--- config.mk ---
export PLATFORM = sky130hd
export DESIGN_NAME = bmp280_frame_asm
export DESIGN_NICKNAME = d
export VERILOG_FILES = /design/src/rtl/bmp280_frame_asm.sv
export SDC_FILE = /design/constraint.sdc
export NUM_CORES = 1
export LEC_CHECK = 0
export ABC_AREA = 0
export BUFFER_PORTS_ARGS = -buffer_cell sky130_fd_sc_hd__buf_4
export CORE_UTILIZATION = 56
export DETAILED_ROUTE_END_ITERATION = 6
export GPL_TIMING_DRIVEN = 0
export PLACE_DENSITY = 0.79
export SLEW_MARGIN = 20
export SYNTH_ARGS = -nofsm -noshare
export SYNTH_HDL_FRONTEND = slang
export SYNTH_SLANG_ARGS = --single-unit
--- constraint.sdc ---
create_clock -name clk_clk -period 7.72 [get_ports clk_clk]
set_input_delay 0.772 -clock clk_clk [delete_from_list [all_inputs] [get_ports clk_clk]]
set_output_delay 0.772 -clock clk_clk [all_outputs]
set_load 0.01 [all_outputs]
--- src/rtl/bmp280_frame_asm.sv ---
// BMP280 burst assembler: collects calibration (0x88, 24 B) and measurement (0xF7, 6 B)
// register bursts in a shadow buffer and commits them to the PIO outputs on a single edge.
module bmp280_frame_asm #(
    parameter int TIMEOUT_CYCLES = 5000,
    parameter int TO_W           = 13
) (
    input  logic        clk_clk,
    input  logic        reset_reset,
    input  logic        frame_start,
    input  logic        frame_type,
    input  logic        byte_valid,
    input  logic [7:0]  byte_data,
    output logic [15:0] dig_t1_export,
    output logic [15:0] dig_t2_export,
    output logic [15:0] dig_t3_export,
    output logic [15:0] dig_p1_export,
    output logic [15:0] dig_p2_export,
    output logic [15:0] dig_p3_export,
    output logic [15:0] dig_p4_export,
    output logic [15:0] dig_p5_export,
    output logic [15:0] dig_p6_export,
    output logic [15:0] dig_p7_export,
    output logic [15:0] dig_p8_export,
    output logic [15:0] dig_p9_export,
    output logic [23:0] adc_t_export,
    output logic [23:0] adc_p_export,
    output logic        end_o_export,
    output logic        cal_valid,
    output logic        frame_err,
    output logic [1:0]  state_dbg_o
);

    typedef enum logic [1:0] {
        ST_IDLE = 2'd0,
        ST_CAL  = 2'd1,
        ST_MEAS = 2'd2
    } state_t;

    localparam logic [TO_W-1:0] TO_LAST = TO_W'(TIMEOUT_CYCLES - 1);

    state_t            state_q;
    logic [4:0]        idx_q;
    logic [TO_W-1:0]   to_q;
    logic [7:0]        shadow_q [24];
    logic [15:0]       dig_q [12];
    logic [23:0]       adc_t_q;
    logic [23:0]       adc_p_q;
    logic              end_q;
    logic              cal_valid_q;
    logic              err_q;

    logic [TO_W-1:0]   to_d;
    logic [4:0]        last_idx_d;

    always_comb begin
        to_d       = to_q + 1'b1;
        last_idx_d = (state_q == ST_MEAS) ? 5'd5 : 5'd23;
    end

    always_ff @(posedge clk_clk) begin
        if (reset_reset) begin
            state_q     <= ST_IDLE;
            idx_q       <= 5'd0;
            to_q        <= '0;
            adc_t_q     <= 24'd0;
            adc_p_q     <= 24'd0;
            end_q       <= 1'b0;
            cal_valid_q <= 1'b0;
            err_q       <= 1'b0;
            for (int k = 0; k < 12; k++) dig_q[k] <= 16'd0;
        end else begin
            err_q <= 1'b0;
            // A new burst always wins, including over a coincident final byte.
            if (frame_start) begin
                if (state_q != ST_IDLE) err_q <= 1'b1;
                state_q <= frame_type ? ST_MEAS : ST_CAL;
                idx_q   <= 5'd0;
                to_q    <= '0;
                if (frame_type) end_q <= 1'b0;
            end else if (state_q == ST_IDLE) begin
                if (byte_valid) err_q <= 1'b1;
            end else if (byte_valid) begin
                shadow_q[idx_q] <= byte_data;
                idx_q           <= idx_q + 5'd1;
                to_q            <= '0;
                if (idx_q == last_idx_d) begin
                    state_q <= ST_IDLE;
                    if (state_q == ST_CAL) begin
                        for (int k = 0; k < 11; k++)
                            dig_q[k] <= {shadow_q[2*k+1], shadow_q[2*k]};
                        dig_q[11]   <= {byte_data, shadow_q[22]};
                        cal_valid_q <= 1'b1;
                    end else begin
                        adc_p_q <= {4'h0, shadow_q[0], shadow_q[1], shadow_q[2][7:4]};
                        adc_t_q <= {4'h0, shadow_q[3], shadow_q[4], byte_data[7:4]};
                        end_q   <= 1'b1;
                    end
                end
            end else if (to_q == TO_LAST) begin
                state_q <= ST_IDLE;
                to_q    <= '0;
                err_q   <= 1'b1;
            end else begin
                to_q <= to_d;
            end
        end
    end

    assign dig_t1_export = dig_q[0];
    assign dig_t2_export = dig_q[1];
    assign dig_t3_export = dig_q[2];
    assign dig_p1_export = dig_q[3];
    assign dig_p2_export = dig_q[4];
    assign dig_p3_export = dig_q[5];
    assign dig_p4_export = dig_q[6];
    assign dig_p5_export = dig_q[7];
    assign dig_p6_export = dig_q[8];
    assign dig_p7_export = dig_q[9];
    assign dig_p8_export = dig_q[10];
    assign dig_p9_export = dig_q[11];
    assign adc_t_export  = adc_t_q;
    assign adc_p_export  = adc_p_q;
    assign end_o_export  = end_q;
    assign cal_valid     = cal_valid_q;
    assign frame_err     = err_q;
    assign state_dbg_o   = state_q;

endmodule

# Word-level counts from Yosys, hierarchy flattened
# Memories as Yosys holds them, arrays and structs flattened.
# Cells that the tools add are included.
dict set report word_totals {
  register_bits 63
  elab_cells 92
  ramBits 384
  mem_count 2
}
# memory depth width rd rd_ports_with_merged_regs write_ports line
set memory_table {}
lappend memory_table {dig_q 12 16 12 0 12 45} ;# logic [15:0] dig_q [12];
lappend memory_table {shadow_q 24 8 23 0 1 44} ;# logic [7:0] shadow_q [24];
dict set report classes {
  eq_ne 8
  n_mux 46
  addsub 2
  bitwise_logic 15
  n_reduce_logical 11
}
# op n
set op_table {}
lappend op_table {{16-bit 2-to-1 mux} 12}
lappend op_table {{13-bit 2-to-1 mux} 2}
lappend op_table {{1-bit 2-to-1 mux} 25}
lappend op_table {{5-bit AND reduction} 3}
lappend op_table {{13-bit by 1-bit adder with 13-bit output (second input constant)} 1}
lappend op_table {{13-bit equality test (second input constant)} 1}
lappend op_table {{2-bit 2-to-1 mux} 6}
lappend op_table {{1-bit OR} 12}
lappend op_table {{2-bit nonzero test} 3}
lappend op_table {{5-bit by 1-bit adder with 5-bit output (second input constant)} 1}
lappend op_table {{5-bit equality test} 1}
lappend op_table {{5-bit 2-to-1 mux} 1}
lappend op_table {{2-bit != test (second input constant)} 2}
lappend op_table {{3-bit by 2-bit != test with 1-bit output (second input constant)} 1}
lappend op_table {{1-bit NOT} 3}
lappend op_table {{3-bit AND reduction} 1}
lappend op_table {{3-bit nonzero test} 1}
lappend op_table {{2-bit by 1-bit equality test with 1-bit output (second input constant)} 1}
lappend op_table {{2-bit equality test (second input constant)} 1}
lappend op_table {{2-bit zero test} 1}
lappend op_table {{2-bit by 1-bit != test with 1-bit output (second input constant)} 1}
lappend op_table {{2-bit AND reduction} 1}
lappend op_table {{2-bit OR reduction} 1}

# Logic depth before layout (Yosys ltp)
dict set report depth {
  word_depth 10
  depth_mapped 7
  depth_no_buf 5
}

# Least setup slack after synthesis
# OpenSTA, ideal clock, no wires.
dict set report synth_timing {
  path_kind {in2reg}
  from {input reset_reset}
  to {memory dig_q[0][0] (enable)}
  path_buffers 2
  arrival_time_ns 5.960
  setup_time_ns 0.587
  required_time_ns 7.133
  stages 3
  slack_ns 1.173
  path_cell_list {clkbuf_1 > buf_2 > nand2b_1}
}
# element line
set synth_lines {}
lappend synth_lines {{start: declaration} 8} ;# input logic reset_reset,
lappend synth_lines {{end: declaration} 45}

==> results.py <==
metrics = {
    "synthesis": {
        "seq_area_frac_synth_pct": 76.4,
        "synth-seq-cells": 439,
        "synth_commonest_cells": "edfxtp_1 (376), nor3b_1 (81), nor3b_2 (79)",
        "synthTopCellsByArea": "edfxtp_1 (69%), dfxtp_1 (7.7%), nor3b_2 (6.0%)",
        "synthArstFlopShare_pct": 0,
        "yosysTopAreaCell": "edfxtp_1",
        "synth_edf_count": 376,
        "synth_top_cell_area_share_pct": 68.7,
        "yosysMostFrequentCell": "edfxtp_1",
        "netlist_area_sq_um": 16400,
        "synth_cell_type_count": 44,
        "ys_warn_count": 0,
        "avgSynthCellArea_sq_um": 17.2,
        "synthCells": 955,
        "synth_flop_cell": "edfxtp_1",
    },
    "detailed_routing": {
        "drt_iter0_drc": 660,
        "routed_wl_um": 35400,
        "dr_total_vias": 9021,
        "routed_via_density": 5.37,
        "drc": 0,
        "wire_per_inst_um": 21.1,
        "ant_nets": 0,
        "drtPass1Iterations": 5,
    },
    "worst_setup_path": {
        "cp-start-kind": "flip-flop",
        "regToRegStartpoint": "state_dbg_o[0]",
        "crit_end": "dig_q[1][27]",
        "end_kind": "flip-flop",
        "path_max_fanout": 55,
        "critPathArrivalTime_ps": 3150,
        "ff2ff_path_depth": 8,
        "r2r_slack_ps": 4770,
        "crit_type": "flip-flop to flip-flop",
        "crit_start": "state_dbg_o[0]",
        "reg2reg_to": "dig_q[1][27]",
        "cp.required_ps": 7930,
    },
    "min_path": {
        "hp-class": "flip-flop to flip-flop",
        "hp-start": "cal_valid",
    },
    "run": {
        "max_cap_violations": 0,
    },
    "run_status": {
        "outcome": "completed",
    },
    "sta": {
        "fin_crit_sh_pct": 38.2,
        "worstMarginPinSlew_ps": 921,
        "maxSlewHeadroom_pct": 38.4,
        "setup_viol": 0,
        "clock_skew_ps": 15.3,
        "rsz0062_at_grt": "no",
        "report.final.slew_viol_count": 0,
        "finalHoldViolations": 0,
        "period_minus_slack_ps": 2950,
        "max_freq_mhz": 339,
        "holdWs_ps": 454,
    },
    "grt": {
        "grt_pass1_wl_um": 52800,
        "grt_pass1_vias": 8984,
        "grt_overflow": 0,
        "grt_usage_pct": 23.7,
        "antenna_found_initial": 0,
        "grt_max_degree": 56,
    },
    "clock_network": {
        "cts_resized": 0,
        "htreeDepth": 2,
        "clk_latency_ps": 540,
        "cts_setup_buffers": 0,
        "clock_sinks": 439,
        "postCtsHoldBufs": 0,
        "cts_inserted_buffers": 43,
        "cts.path.max_buffers": 3,
        "clockRootBuffer": "clkbuf_16",
        "cts_tree": "done",
        "path_clk_slew_ps": 60,
    },
    "layout": {
        "ff_latch_area_sq_um": 12600,
        "nets": 1278,
        "finalInstanceArea_sq_um": 20400,
        "drive_gt1_share_pct": 33.4,
        "finalNonFillerCells": 1679,
        "area_delta_synth_final_pct": 23.9,
        "multi_input_area_sq_um": 3510,
        "n_antenna_cell": 0,
        "num-fill-cells": 1849,
    },
    "die": {
        "start_util_pct": 57.1,
        "die_width_um": 173,
        "dieArea_sq_um": 30000,
        "core_area_sq_um": 28800,
        "rows": 62,
        "die_h_um": 173,
        "io_pins": 258,
    },
    "placed_design": {
        "dp_hpwl_um": 22000,
        "io_buffers": 249,
        "routabilityCongestion": 0.804,
        "dpl_cell_area_sq_um": 18900,
        "dp.cells": 1599,
    },
    "power": {
        "leakage_uw": 0.00713,
        "p_per_area_nw_per_um2": 244,
        "ir_drop_mv": 0.166,
    },
}
==> logic make-up after synthesis <==
family | after synthesis | synth area share, %
buffers and inverters | 70 | 2.38
muxes | 40 | 2.47
xor gates and xnor gates | 14 | 0.747
and+or+nand+nor | 366 | 16.7
other | 1 | 0.0228
adders and majority gates | 5 | 0.381
AOI/OAI and AO/OA | 20 | 0.830
DFF | 439 | 76.4
==> report_power, final <==
part / switching, uW / internal (uW)
logic: 130 / 74.2
clock network: 862 / 1280
registers: 15.1 / 2610
total: 1010 / 3960
==> stage by stage <==
step / setup slack [ps] / util (%) / power [uW] / TNS, ps
2_1_floorplan: 1170 / - / 2770 / 0
3_5_place_dp: 4530 / 65.7 / 2880 / 0
6_report: 4770 / 70.7 / 4970 / 0
3_3_place_gp: -1200 / 65.3 / 2880 / -226060
4_1_cts: 4740 / 70.7 / 4990 / 0
5_1_grt: 4630 / 70.7 / 5090 / 0
==> worst min-delay path by stage <==
stage	depth (start not counted)	endpoint	slack, ps
final	2	cal_valid	450
after detailed placement	2	cal_valid	440
after global placement	2	cal_valid	440
after CTS	2	cal_valid	460
after floorplan	2	to_q[1]	450
after global routing	2	state_dbg_o[1]	490
==> registers in the layout (all words and copies together), names as in the netlist <==
register / count
dig_q: 192
shadow_q: 184
adc_p_export: 20
adc_t_export: 20
to_q: 13
idx_q: 5
state_dbg_o: 2
cal_valid: 1
end_o_export: 1
frame_err: 1
==> per-layer routing <==
layer	up-vias	track usage, %	wire [um]
li1	4118	-	-
met1	4517	30.7	14400
met2	319	41.0	18100
met3	67	3.77	1830
met4	0	8.00	989
met5	-	0	0
==> cell usage in the layout (no fill, tap or decap), drive strengths merged, types with 2 or more instances in the layout <==
cell	instances
nand4	8
or2	2
nor3	5
nor2b	43
inv	9
edfxtp	376
a21oi	5
a31oi	2
nor2	46
nand2	15
nor3b	160
mux2	4
dfxtp	63
bufinv	7
a32o	2
buf	284
clkinv	19
xnor2	8
mux2i	36
xor2	6
o21ai	5
nand2b	73
clkbuf	84
nand3b	2
conb	8
ha	5
nand3	5
==> worst max-delay path, stage by stage, from the launching register on <==
cell	delay [ps]
dfxtp_1	310
buf_2	170
or4b_1	490
o21ai_2	130
nand4_4	280
buf_6	280
nand2b_4	320
buf_12	270
buf_16	290
==> final cells by class <==
type                    count  area share (%)
well taps                 384            2.36
clock inverters            30            1.62
multi-input cells         453            17.3
inverters                   5          0.0922
plain buffers              65            1.83
clock buffers              50            5.51
repair buffers            253            9.65
flip-flops and latches    439            61.7
(Power assumes the default switching activity.)
